--- config.mk ---
export PLATFORM = sky130hd
export DESIGN_NAME = button_debounce_pulse
export DESIGN_NICKNAME = d
export VERILOG_FILES = /design/src/rtl/button_debounce_pulse.sv
export SDC_FILE = /design/constraint.sdc
export NUM_CORES = 1
export LEC_CHECK = 0
export ABC_AREA = 1
export BUFFER_PORTS_ARGS = -buffer_cell sky130_fd_sc_hd__buf_2
export CORE_MARGIN = 2
export CORE_UTILIZATION = 62
export DETAILED_ROUTE_END_ITERATION = 12
export PLACE_DENSITY = 0.91
export SYNTH_ARGS = -nofsm -noshare
export SYNTH_HDL_FRONTEND = slang
export SYNTH_SLANG_ARGS = --single-unit
--- constraint.sdc ---
create_clock -name clk -period 4.8 [get_ports clk]
set_input_delay 0.24 -clock clk [delete_from_list [all_inputs] [get_ports clk]]
set_output_delay 0.24 -clock clk [all_outputs]
set_load 0.02 [all_outputs]
--- src/rtl/button_debounce_pulse.sv ---
// Push-button conditioner: two-FF synchroniser, debounce, and a one-clock step pulse per press,
// with optional auto-repeat while the button stays held.
`timescale 1ns/1ps
module button_debounce_pulse #(
    parameter int DEBOUNCE_CYCLES = 16,
    parameter int REPEAT_DELAY    = 1000,
    parameter int REPEAT_PERIOD   = 250
) (
    input  logic clk,
    input  logic reset,
    input  logic button_in,
    input  logic repeat_en,
    output logic btn_level,
    output logic btn_pulse
);
    localparam int DW   = $clog2(DEBOUNCE_CYCLES + 1);
    localparam int RMAX = (REPEAT_DELAY > REPEAT_PERIOD) ? REPEAT_DELAY : REPEAT_PERIOD;
    localparam int RW   = $clog2(RMAX);

    localparam logic [DW-1:0] DC_LAST = DW'(DEBOUNCE_CYCLES - 1);
    localparam logic [RW-1:0] RD_LAST = RW'(REPEAT_DELAY - 1);
    localparam logic [RW-1:0] RP_LAST = RW'(REPEAT_PERIOD - 1);
    localparam logic [RW-1:0] RC_SAT  = '1;

    typedef enum logic [1:0] {S_IDLE, S_DELAY, S_REPEAT, S_HELD} state_t;

    logic          r_s1;
    logic          r_s2;
    logic [DW-1:0] r_dcnt;
    logic          r_level;
    logic          r_pulse;
    logic [RW-1:0] r_rcnt;
    state_t        r_state;

    logic          w_differ;
    logic          w_accept;
    logic          w_press;
    logic          w_release;
    logic [RW-1:0] w_rcnt_inc;
    state_t        w_state_nxt;
    logic          w_pulse_nxt;
    logic [RW-1:0] w_rcnt_nxt;

    assign w_differ   = (r_s2 != r_level);
    assign w_accept   = w_differ && (r_dcnt == DC_LAST);
    assign w_press    = w_accept && !r_level;
    assign w_release  = w_accept && r_level;
    assign w_rcnt_inc = (r_rcnt == RC_SAT) ? r_rcnt : r_rcnt + RW'(1);

    // Any sample equal to the current level breaks the run and restarts the count.
    always_ff @(posedge clk or negedge reset) begin
        if (!reset) begin
            r_s1    <= 1'b0;
            r_s2    <= 1'b0;
            r_dcnt  <= '0;
            r_level <= 1'b0;
        end else begin
            r_s1 <= button_in;
            r_s2 <= r_s1;
            if (w_accept) begin
                r_level <= r_s2;
                r_dcnt  <= '0;
            end else if (w_differ) begin
                r_dcnt <= r_dcnt + DW'(1);
            end else begin
                r_dcnt <= '0;
            end
        end
    end

    always_ff @(posedge clk or negedge reset) begin
        if (!reset) begin
            r_state <= S_IDLE;
            r_pulse <= 1'b0;
            r_rcnt  <= '0;
        end else begin
            r_state <= w_state_nxt;
            r_pulse <= w_pulse_nxt;
            r_rcnt  <= w_rcnt_nxt;
        end
    end

    // An accepted release always takes priority over a repeat expiry in the same cycle.
    always_comb begin
        w_state_nxt = r_state;
        case (r_state)
            S_IDLE:   if (w_press) w_state_nxt = S_DELAY;
            S_DELAY: begin
                if (w_release)               w_state_nxt = S_IDLE;
                else if (r_rcnt == RD_LAST)  w_state_nxt = repeat_en ? S_REPEAT : S_HELD;
            end
            S_REPEAT: begin
                if (w_release)       w_state_nxt = S_IDLE;
                else if (!repeat_en) w_state_nxt = S_HELD;
            end
            S_HELD:   if (w_release) w_state_nxt = S_IDLE;
            default:  w_state_nxt = S_IDLE;
        endcase
    end

    always_comb begin
        w_pulse_nxt = 1'b0;
        w_rcnt_nxt  = w_rcnt_inc;
        case (r_state)
            S_IDLE: begin
                if (w_press) begin
                    w_pulse_nxt = 1'b1;
                    w_rcnt_nxt  = '0;
                end
            end
            S_DELAY: begin
                if (!w_release && (r_rcnt == RD_LAST) && repeat_en) begin
                    w_pulse_nxt = 1'b1;
                    w_rcnt_nxt  = '0;
                end
            end
            S_REPEAT: begin
                if (!w_release && repeat_en && (r_rcnt == RP_LAST)) begin
                    w_pulse_nxt = 1'b1;
                    w_rcnt_nxt  = '0;
                end
            end
            default: ;
        endcase
    end

    assign btn_level = r_level;
    assign btn_pulse = r_pulse;

endmodule

==> results.txt, run 1 <==
----------------------------------------------------
[STA]
  Fin Clk Skew ... 0.00757 ns
  Count of final max-slew check failures ... 0
  Shortest clock period the worst path allows after layout ... 1.94 ns
  Count of endpoints failing hold in the final timing report ... 0
  Tightest Pin Transition ... 0.470 ns
  Max Clock Freq ... 516 MHz
  Final cycle utilization of the critical path ... 0.404
  Number of setup violations in the final report ... 0
  Relative slew slack ... 0.686
  Summed negative setup slack over all endpoints ... 0 ns
  Setup repair after global routing missed its margin ... no

[Outcome]
  Outcome ... finished clean

[Setup path]
  Critical path buffers and inverters ... 1
  Worst Setup Start Kind ... flop
  Largest fanout on the critical path ... 11
  Series of cell instances along the critical path ... ha_1, nand2_1, nor2_1, ha_1, nand3_1, nand2_1, inv_1, nand3_1, nand3_2, nor2_1
  R2R Setup Slk ... 2.86 ns
  Category of cells accounting for the largest share of critical-path delay ... simple AND/OR/NAND/NOR gates
  Crit Path Category ... reg2reg
  R2R Path End ... r_rcnt[2]$_DFF_PN0_
  Capturing element type of the critical path ... flop
  CP peak stage delay ... 0.39 ns
  Required time reported for the critical path endpoint ... 5.04 ns
  Reg-to-reg startpoint ... r_dcnt[0]$_DFF_PN0_
  Standard cell with the maximum stage delay on the critical path ... sky130_fd_sc_hd__dfrtp_1
  Cells on worst reg2reg path ... 10
  Worst EP arrival ... 2.18 ns

[Clocking]
  Clock tree from TritonCTS ... done
  Post-cts resize count ... 0
  Latest clock arrival within the worst-skew pair ... 0.31 ns
  Root Driver ... sky130_fd_sc_hd__clkbuf_4
  Number of post-CTS setup repair buffers ... 0
  Clock slew at the register clock pins of the worst setup and hold paths ... 0.12 ns
  Inserted Clock Buffers ... 3
  Cts hold-fix bufs ... 1
  Clk sinks ... 21
  H-tree lvl count ... 1
  Maximum buffer depth of the clock tree ... 2

[Final layout]
  Post-layout net count ... 183
  Final non-filler cell area ... 1350 um^2
  Share of cells above drive strength 1 ... 0.184
  Fraction of the core area covered by cells at the end of the flow ... 0.694
  Final Instance Count excl. Fillers ... 201
  Number of antenna repair diodes ... 0
  Layout overhead on the synthesized area ... 6.74%

[Yosys]
  Average cell area after synthesis ... 7.65 um^2
  Summed instance area of the synthesized netlist ... 1260 um^2
  Biggest area contributors in the synthesized netlist ... sky130_fd_sc_hd__dfrtp_1, sky130_fd_sc_hd__nand2_1, sky130_fd_sc_hd__inv_1, sky130_fd_sc_hd__nor2_1, sky130_fd_sc_hd__nand3_1
  Distinct cells, synth ... 21
  Largest family of logic cells by synthesized area ... simple AND/OR/NAND/NOR gates
  Sequential cell area fraction in the yosys report ... 0.416
  Share of the synthesized area in the top cell type ... 0.416
  Synth area leader ... sky130_fd_sc_hd__dfrtp_1
  Xor and xnor fraction of the mapped netlist area ... 0.0347
  Flops & latches, synth ... 21
  Post-Syn Instances ... 165
  Post-synthesis mux area share ... 0
  Post-Synth Adder-Cell Area ... 0.0396
  Post-synthesis simple-gate area fraction ... 0.383
  Complex-gate fraction of the synthesized area ... 0.0347
  Warnings from Yosys ... 0
  Net count after synthesis ... 173

[Floorplanning]
  Area of the core ... 1940 um^2
  Starting density of the core ... 0.650
  Total number of placement rows ... 16
  Die width ... 49.1 um
  Number of top-level pins ... 6
  Total die area ... 2410 um^2
  Overall die height ... 49.1 um

[Place]
  Gpl congestion ... 0.863
  Placed cell areas ... 1310 um^2
  Post-detail-place hpwl ... 1.79 mm
  Total instance count after detailed placement ... 196
  Number of input and output port buffers inserted ... 5

[Route]
  Routed wire per std cell ... 11.7 um
  Wire length reported by the detailed router ... 2.35 mm
  Via count ... 1042
  Number of search-and-repair iterations in the first detailed-routing pass ... 4
  Number of remaining DRC errors ... 0
  Vias per inst ... 5.18
  Iteration-0 DRC count of the detailed router ... 29
  Antenna-violating nets left ... 0

[Power and ir drop]
  Leakage power summed over all cells ... 0.683 nW
  Total power ... 0.360 mW
  Areal power density over the cells ... 267 nW/um^2
  Maximum vdd ir drop ... 0.224 mV

[GRT]
  Wire length of the first global-routing pass ... 4.20 mm
  Total GRT Usage ... 0.235
  Initial antenna violation count ... 0
  Total congestion overflow after global routing ... 0
  Largest net degree at the start of global routing ... 22
  Number of global-route vias before repair ... 1005

[Hold path]
  Worst hold path stage count ... 1
  Min-delay src ... button_in
  Worst hold path class ... in2reg
  Hold endpoint ... r_s1$_DFF_PN0_

[Flow run]
  Max-capacitance violation count ... 0

----------------------------------------------------
[placed cells by master, fill, tap and decap left out]
| master | n |
|---|---|
| sky130_fd_sc_hd__o21ai_0 | 4 |
| sky130_fd_sc_hd__nor2_4 | 4 |
| sky130_fd_sc_hd__dlygate4sd3_1 | 1 |
| sky130_fd_sc_hd__nand3_2 | 1 |
| sky130_fd_sc_hd__nand3_1 | 13 |
| sky130_fd_sc_hd__nor3b_1 | 1 |
| sky130_fd_sc_hd__xor2_1 | 3 |
| sky130_fd_sc_hd__buf_2 | 5 |
| sky130_fd_sc_hd__nand2_2 | 5 |
| sky130_fd_sc_hd__nor2_1 | 19 |
| sky130_fd_sc_hd__nor2_2 | 10 |
| sky130_fd_sc_hd__nor3_1 | 2 |
| sky130_fd_sc_hd__xnor2_1 | 2 |
| sky130_fd_sc_hd__ha_1 | 4 |
| sky130_fd_sc_hd__clkbuf_4 | 3 |
| sky130_fd_sc_hd__a21oi_1 | 3 |
| sky130_fd_sc_hd__clkinv_2 | 1 |
| sky130_fd_sc_hd__nand3b_1 | 1 |
| sky130_fd_sc_hd__inv_2 | 2 |
| sky130_fd_sc_hd__nand4_1 | 6 |
| sky130_fd_sc_hd__nand2_1 | 36 |
| sky130_fd_sc_hd__o21ai_2 | 1 |
| sky130_fd_sc_hd__dfrtp_1 | 21 |
| sky130_fd_sc_hd__inv_1 | 26 |
[report_power, final]
group	switching (mW)	leakage [nW]	total [mW]	internal, mW
combinational	0.0405	0.393	0.0661	0.0256
sequential	0.0185	0.272	0.208	0.190
clock	0.0543	0.0177	0.0855	0.0312
total	0.113	0.683	0.360	0.247
[registers in the layout, summed over array words and instances, names as in the netlist]
name,cells
r_rcnt,10
r_dcnt,5
r_state,2
btn_level,1
btn_pulse,1
r_s1,1
r_s2,1
[cells in the mapped netlist]
cell type / instances
sky130_fd_sc_hd__xnor2_1: 2
sky130_fd_sc_hd__o21ai_2: 1
sky130_fd_sc_hd__inv_2: 2
sky130_fd_sc_hd__nand2_1: 36
sky130_fd_sc_hd__buf_6: 1
sky130_fd_sc_hd__nand3_2: 1
sky130_fd_sc_hd__nand4_1: 6
sky130_fd_sc_hd__o21ai_0: 4
sky130_fd_sc_hd__nor3_1: 2
sky130_fd_sc_hd__ha_1: 4
sky130_fd_sc_hd__nor2_4: 4
sky130_fd_sc_hd__nand3b_1: 1
sky130_fd_sc_hd__dfrtp_1: 21
sky130_fd_sc_hd__nor3b_1: 1
sky130_fd_sc_hd__inv_1: 26
sky130_fd_sc_hd__nor2_2: 10
sky130_fd_sc_hd__a21oi_1: 3
sky130_fd_sc_hd__xor2_1: 3
sky130_fd_sc_hd__nand3_1: 13
sky130_fd_sc_hd__nand2_2: 5
sky130_fd_sc_hd__nor2_1: 19
[logic make-up (layout without fill, tap and decap cells)]
kind of cell	after synthesis	count (layout)
simple gates	98	98
buf+inv	29	38
flops	21	21
compound gates	8	8
xor+xnor	5	5
fa+ha+maj	4	4
[worst max path at each step]
stage                              from  cells after the start  slack, ns             endpoint
global placement    r_dcnt[0]$_DFF_PN0_                      9       3.00  btn_pulse$_DFF_PN0_
finish              r_dcnt[0]$_DFF_PN0_                     10       2.86  r_rcnt[2]$_DFF_PN0_
CTS                 r_dcnt[0]$_DFF_PN0_                     10       2.84  r_rcnt[2]$_DFF_PN0_
global route        r_dcnt[0]$_DFF_PN0_                     10       2.64  r_rcnt[2]$_DFF_PN0_
floorplan           r_dcnt[0]$_DFF_PN0_                     11       3.15  r_rcnt[8]$_DFF_PN0_
detailed placement  r_dcnt[0]$_DFF_PN0_                     10       2.86  r_rcnt[2]$_DFF_PN0_
[layer usage]
layer,GRT usage,part of all wire,vias up
met4,0.171,0.024,0
met5,0,0,-
met3,0.0399,0.038,5
met2,0.374,0.49,23
met1,0.285,0.45,480
li1,-,-,534
[area by class of cell]
cell class	count	area, um^2
fillers	157	594
well taps	27	33.8
clock inverters	1	5.00
clock buffers	3	22.5
flip-flops and latches	21	526
inverters	28	105
repair buffers	6	35.0
multi-input cells	115	621
[per-stage QoR]
stage | setup slack (ns) | hold slack [ns]
detailed placement | 2.86 | 0.219
global route | 2.64 | 0.00283
finish | 2.86 | 0.0223
global placement | 3.00 | 0.206
floorplan | 3.15 | -0.0556
CTS | 2.84 | 0.0130
(Power assumes the default switching activity.)
==> run 2: changes to the inputs <==
--- a/config.mk
+++ b/config.mk
@@ -5,12 +5,12 @@
 export SDC_FILE = /design/constraint.sdc
 export NUM_CORES = 1
 export LEC_CHECK = 0
-export ABC_AREA = 1
+export ABC_AREA = 0
 export BUFFER_PORTS_ARGS = -buffer_cell sky130_fd_sc_hd__buf_2
 export CORE_MARGIN = 2
-export CORE_UTILIZATION = 62
+export CORE_UTILIZATION = 58
 export DETAILED_ROUTE_END_ITERATION = 12
-export PLACE_DENSITY = 0.91
+export PLACE_DENSITY = 0.87
 export SYNTH_ARGS = -nofsm -noshare
 export SYNTH_HDL_FRONTEND = slang
 export SYNTH_SLANG_ARGS = --single-unit
==> constraint.sdc (replaced) <==
create_clock -name clk -period 1.98 [get_ports clk]
set_input_delay 0.099 -clock clk [delete_from_list [all_inputs] [get_ports clk]]
set_output_delay 0.099 -clock clk [all_outputs]
set_load 0.02 [all_outputs]
==> run 2 against run 1 <==
  * The flow now finishes with violations (negative setup slack)
  * Power rose by 130%
  * Largest power group unchanged
  * Hold slack improved by 0.24 ns
  * Critical path depth fell by 2
  * Register-to-register slack got worse by 2.9 ns
==> results.txt, run 2 <==
----------------------------------------------------
[Outcome]
  Outcome ... finished with violations
  Failing checks ... negative setup slack

[Yosys]
  Synth area leader ... sky130_fd_sc_hd__dfrtp_1
  Net count after synthesis ... 118 (-32%)
  Share of the synthesized area in the top cell type ... 0.481 (+0.0648)
  Flops & latches, synth ... 21 (unchanged)
  Most frequent cells after synthesis ... sky130_fd_sc_hd__dfrtp_1, sky130_fd_sc_hd__nor2_1, sky130_fd_sc_hd__nand2_1, sky130_fd_sc_hd__nor3_1, sky130_fd_sc_hd__inv_1
  EDFF count, synth ... 0 (unchanged)
  Biggest area contributors in the synthesized netlist ... sky130_fd_sc_hd__dfrtp_1, sky130_fd_sc_hd__ha_1, sky130_fd_sc_hd__nor2_1, sky130_fd_sc_hd__nor3_1, sky130_fd_sc_hd__nand2_1
  Average cell area after synthesis ... 9.93 um^2 (+30%)
  Most instantiated library cell after synthesis ... sky130_fd_sc_hd__dfrtp_1
  Async set or reset register ratio after synthesis ... 1.00 (unchanged)
  Dominant synthesized flop cell ... sky130_fd_sc_hd__dfrtp_1
  Distinct cells, synth ... 35 (+67%)
  Warnings from Yosys ... 0 (unchanged)
  Sequential cell area fraction in the yosys report ... 0.481 (+0.0648)
  Summed instance area of the synthesized netlist ... 1090 um^2 (-13%)
  Post-Syn Instances ... 110 (-33%)

[Route]
  Routed wire per std cell ... 13.9 um (+19%)
  Iteration-0 DRC count of the detailed router ... 30 (+3.4%)
  Number of remaining DRC errors ... 0 (unchanged)
  Wire length on met1 ... 955 um (-9.0%)
  Wire length reported by the detailed router ... 2.13 mm (-9.6%)
  Vias per inst ... 5.80 (+12%)
  Total length of routed met3 wires ... 74 um (-17%)
  Antenna-violating nets left ... 0 (unchanged)
  Number of search-and-repair iterations in the first detailed-routing pass ... 4 (unchanged)
  Via count ... 887 (-15%)
  Amount of wire on met2 after detailed routing ... 1.05 mm (-9.0%)
  Topmost layer with routed signal wires ... met4

[GRT]
  Initial antenna violation count ... 0 (unchanged)
  Largest net degree at the start of global routing ... 22 (unchanged)
  Number of global-route vias before repair ... 717 (-29%)
  Wire length of the first global-routing pass ... 3.26 mm (-22%)
  Total GRT Usage ... 0.214 (-0.0211)
  Total congestion overflow after global routing ... 0 (unchanged)

[Place]
  Number of input and output port buffers inserted ... 5 (unchanged)
  Total instance count after detailed placement ... 147 (-25%)
  Setup WS pre-CTS ... -0.0167 ns (-2.88 ns)
  Post-detail-place hpwl ... 1.53 mm (-15%)
  Gpl congestion ... 0.867 (+0.44%)

[Clocking]
  Maximum buffer depth of the clock tree ... 2 (unchanged)
  Latest clock arrival within the worst-skew pair ... 0.30 ns (about the same)
  Root Driver ... sky130_fd_sc_hd__clkbuf_4
  Clock tree from TritonCTS ... done
  Clk sinks ... 21 (unchanged)
  H-tree lvl count ... 1 (unchanged)
  Inserted Clock Buffers ... 3 (unchanged)
  Clock slew at the register clock pins of the worst setup and hold paths ... 0.12 ns (about the same)
  Number of post-CTS setup repair buffers ... 0 (unchanged)

[Final layout]
  Final Instance Count excl. Fillers ... 153 (-24%)
  Fill cell instance count of the final layout ... 134 (-15%)
  Flip-flop count of the largest register after layout ... 10 (unchanged)
  Layout overhead on the synthesized area ... 18.7%
  Number of antenna repair diodes ... 0 (unchanged)
  Fraction of the core area covered by cells at the end of the flow ... 0.743 (+0.0487)
  Most frequent standard cell in the layout excluding fill and tap cells ... sky130_fd_sc_hd__dfrtp_1
  Most flops, register ... r_rcnt
  Commonest cells after routing, fill and taps aside ... sky130_fd_sc_hd__dfrtp_1, sky130_fd_sc_hd__nor2_1, sky130_fd_sc_hd__buf_4
  Post-layout net count ... 137 (-25%)
  Largest registers ... r_rcnt: 10 flops, r_dcnt: 5 flops, r_state: 2 flops
  Share of cells above drive strength 1 ... 0.242 (+0.0583)

[STA]
  Number of setup violations in the final report ... 11 (+11)
  Count of final max-slew check failures ... 0 (unchanged)
  Summed negative setup slack over all endpoints ... -0.671 ns (-0.671 ns)
  Final hold slack ... 0.263 ns (+0.241 ns)
  Count of endpoints failing hold in the final timing report ... 0 (unchanged)
  Tightest Pin Transition ... 0.461 ns (-0.00905 ns)
  Fin Clk Skew ... 0.00474 ns (-0.00284 ns)
  Max Clock Freq ... 486 MHz (-5.7%)
  Shortest clock period the worst path allows after layout ... 2.06 ns (+0.118 ns)
  Relative slew slack ... 0.692 (+0.00603)
  Final cycle utilization of the critical path ... 1.04 (+0.635)
  Post-layout worst setup margin ... -0.0766 ns (-2.94 ns)
  Setup repair after global routing missed its margin ... yes

[Floorplanning]
  Overall die height ... 47.4 um (-3.5%)
  Area of the core ... 1750 um^2 (-10%)
  Total number of placement rows ... 15 (-1)
  Number of top-level pins ... 6 (unchanged)
  Die width ... 47.4 um (-3.5%)
  Total die area ... 2250 um^2 (-6.9%)
  Starting density of the core ... 0.626 (-0.0243)

[Setup path]
  Worst EP arrival ... 2.25 ns (+0.07 ns)
  Required time reported for the critical path endpoint ... 2.17 ns (-2.87 ns)
  Crit Path Category ... reg2reg
  Capturing element type of the critical path ... flop
  Largest fanout on the critical path ... 7 (-4)
  Worst Setup Start Kind ... flop
  R2R Setup Slk ... -0.08 ns (-2.94 ns)

[Power and ir drop]
  Maximum vdd ir drop ... 0.405 mV (+81%)
  Leakage power summed over all cells ... 0.566 nW (-17%)
  Areal power density over the cells ... 643 nW/um^2 (+140%)

[Hold path]
  Worst hold path class ... in2async

[Flow run]
  Max-capacitance violation count ... 0 (unchanged)

----------------------------------------------------
==> run 2: changes by cell type after synthesis, moves of 7 or more <==
cell                      delta
sky130_fd_sc_hd__inv_1      -21
sky130_fd_sc_hd__nand2_1    -29
sky130_fd_sc_hd__nand3_1    -10
sky130_fd_sc_hd__nor2_1      -7
sky130_fd_sc_hd__nor2_2     -10
==> run 2: worst paths after layout <==
check / startpoint / to / cells after the start
worst max-delay path: r_dcnt[1]$_DFF_PN0_ / r_rcnt[5]$_DFF_PN0_ / 8
worst min-delay path: reset / r_rcnt[5]$_DFF_PN0_ / 2
worst max register to register: r_dcnt[1]$_DFF_PN0_ / r_rcnt[5]$_DFF_PN0_ / 8
worst min register to register: r_s1$_DFF_PN0_ / r_s2$_DFF_PN0_ / 0
max in group asynchronous: reset / r_s2$_DFF_PN0_ / 2
min in group clk: repeat_en / r_state[0]$_DFFE_PN0P_ / 5
==> run 2: through the flow <==
stage / total power [mW] / area (um^2)
4_1_cts: 0.834 / 1280
5_1_grt: 0.873 / 1300
6_report: 0.833 / 1300
2_1_floorplan: 0.590 / 1120
3_3_place_gp: 0.621 / 1230
3_5_place_dp: 0.630 / 1230
==> run 2: final cells by class <==
type,instances,area [um^2],share of cell area
Tap cell,25,31.3,0.0241
Multi-Input combinational cell,81,567,0.437
Sequential cell,21,526,0.405
Timing Repair Buffer,17,128,0.0985
Clock buffer,4,26.3,0.0203
Inverter,5,18.8,0.0145
==> run 2: logic make-up (layout without fill, tap and decap cells) <==
family,count (synthesis),in the layout,synth area share
AO/OA/AOI/OAI,14,14,0.0871
XOR/XNOR,5,5,0.0401
adder cells (fa/ha/maj),4,4,0.0458
buffers and inverters,8,26,0.0344
flip-flops,21,21,0.481
multiplexers,4,4,0.0389
AND/OR/NAND/NOR,54,54,0.273
==> run 2: what timing repair did <==
action / in CTS / in global routing
endpoints found under the hold margin: 22 / 0
setup endpoints to repair: 10 / 11
resized for setup: 0 / 4
hold buffers: 2 / 0
==> run 2: per-layer routing <==
metal  vias to the layer above  GRT usage
li1                        434          -
met1                       422      0.300
met2                        25      0.314
met3                         6     0.0462
met4                         0      0.100
met5                         -          0
==> run 2: where the power goes <==
group	leakage, nW	switching (mW)	internal, mW
combinational	0.279	0.0640	0.0476
sequential	0.272	0.0514	0.463
clock	0.0150	0.128	0.0786
total	0.566	0.244	0.589
==> run 2: worst max-delay path, stage by stage, from the launching register on <==
cell and delay (ns):
sky130_fd_sc_hd__dfrtp_1 0.40, sky130_fd_sc_hd__ha_2 0.19, sky130_fd_sc_hd__and3_4 0.18, sky130_fd_sc_hd__ha_4 0.15, sky130_fd_sc_hd__and3b_2 0.21, sky130_fd_sc_hd__or4_4 0.44, sky130_fd_sc_hd__o21ai_4 0.18, sky130_fd_sc_hd__buf_6 0.15
sky130_fd_sc_hd__a211oi_1 0.05
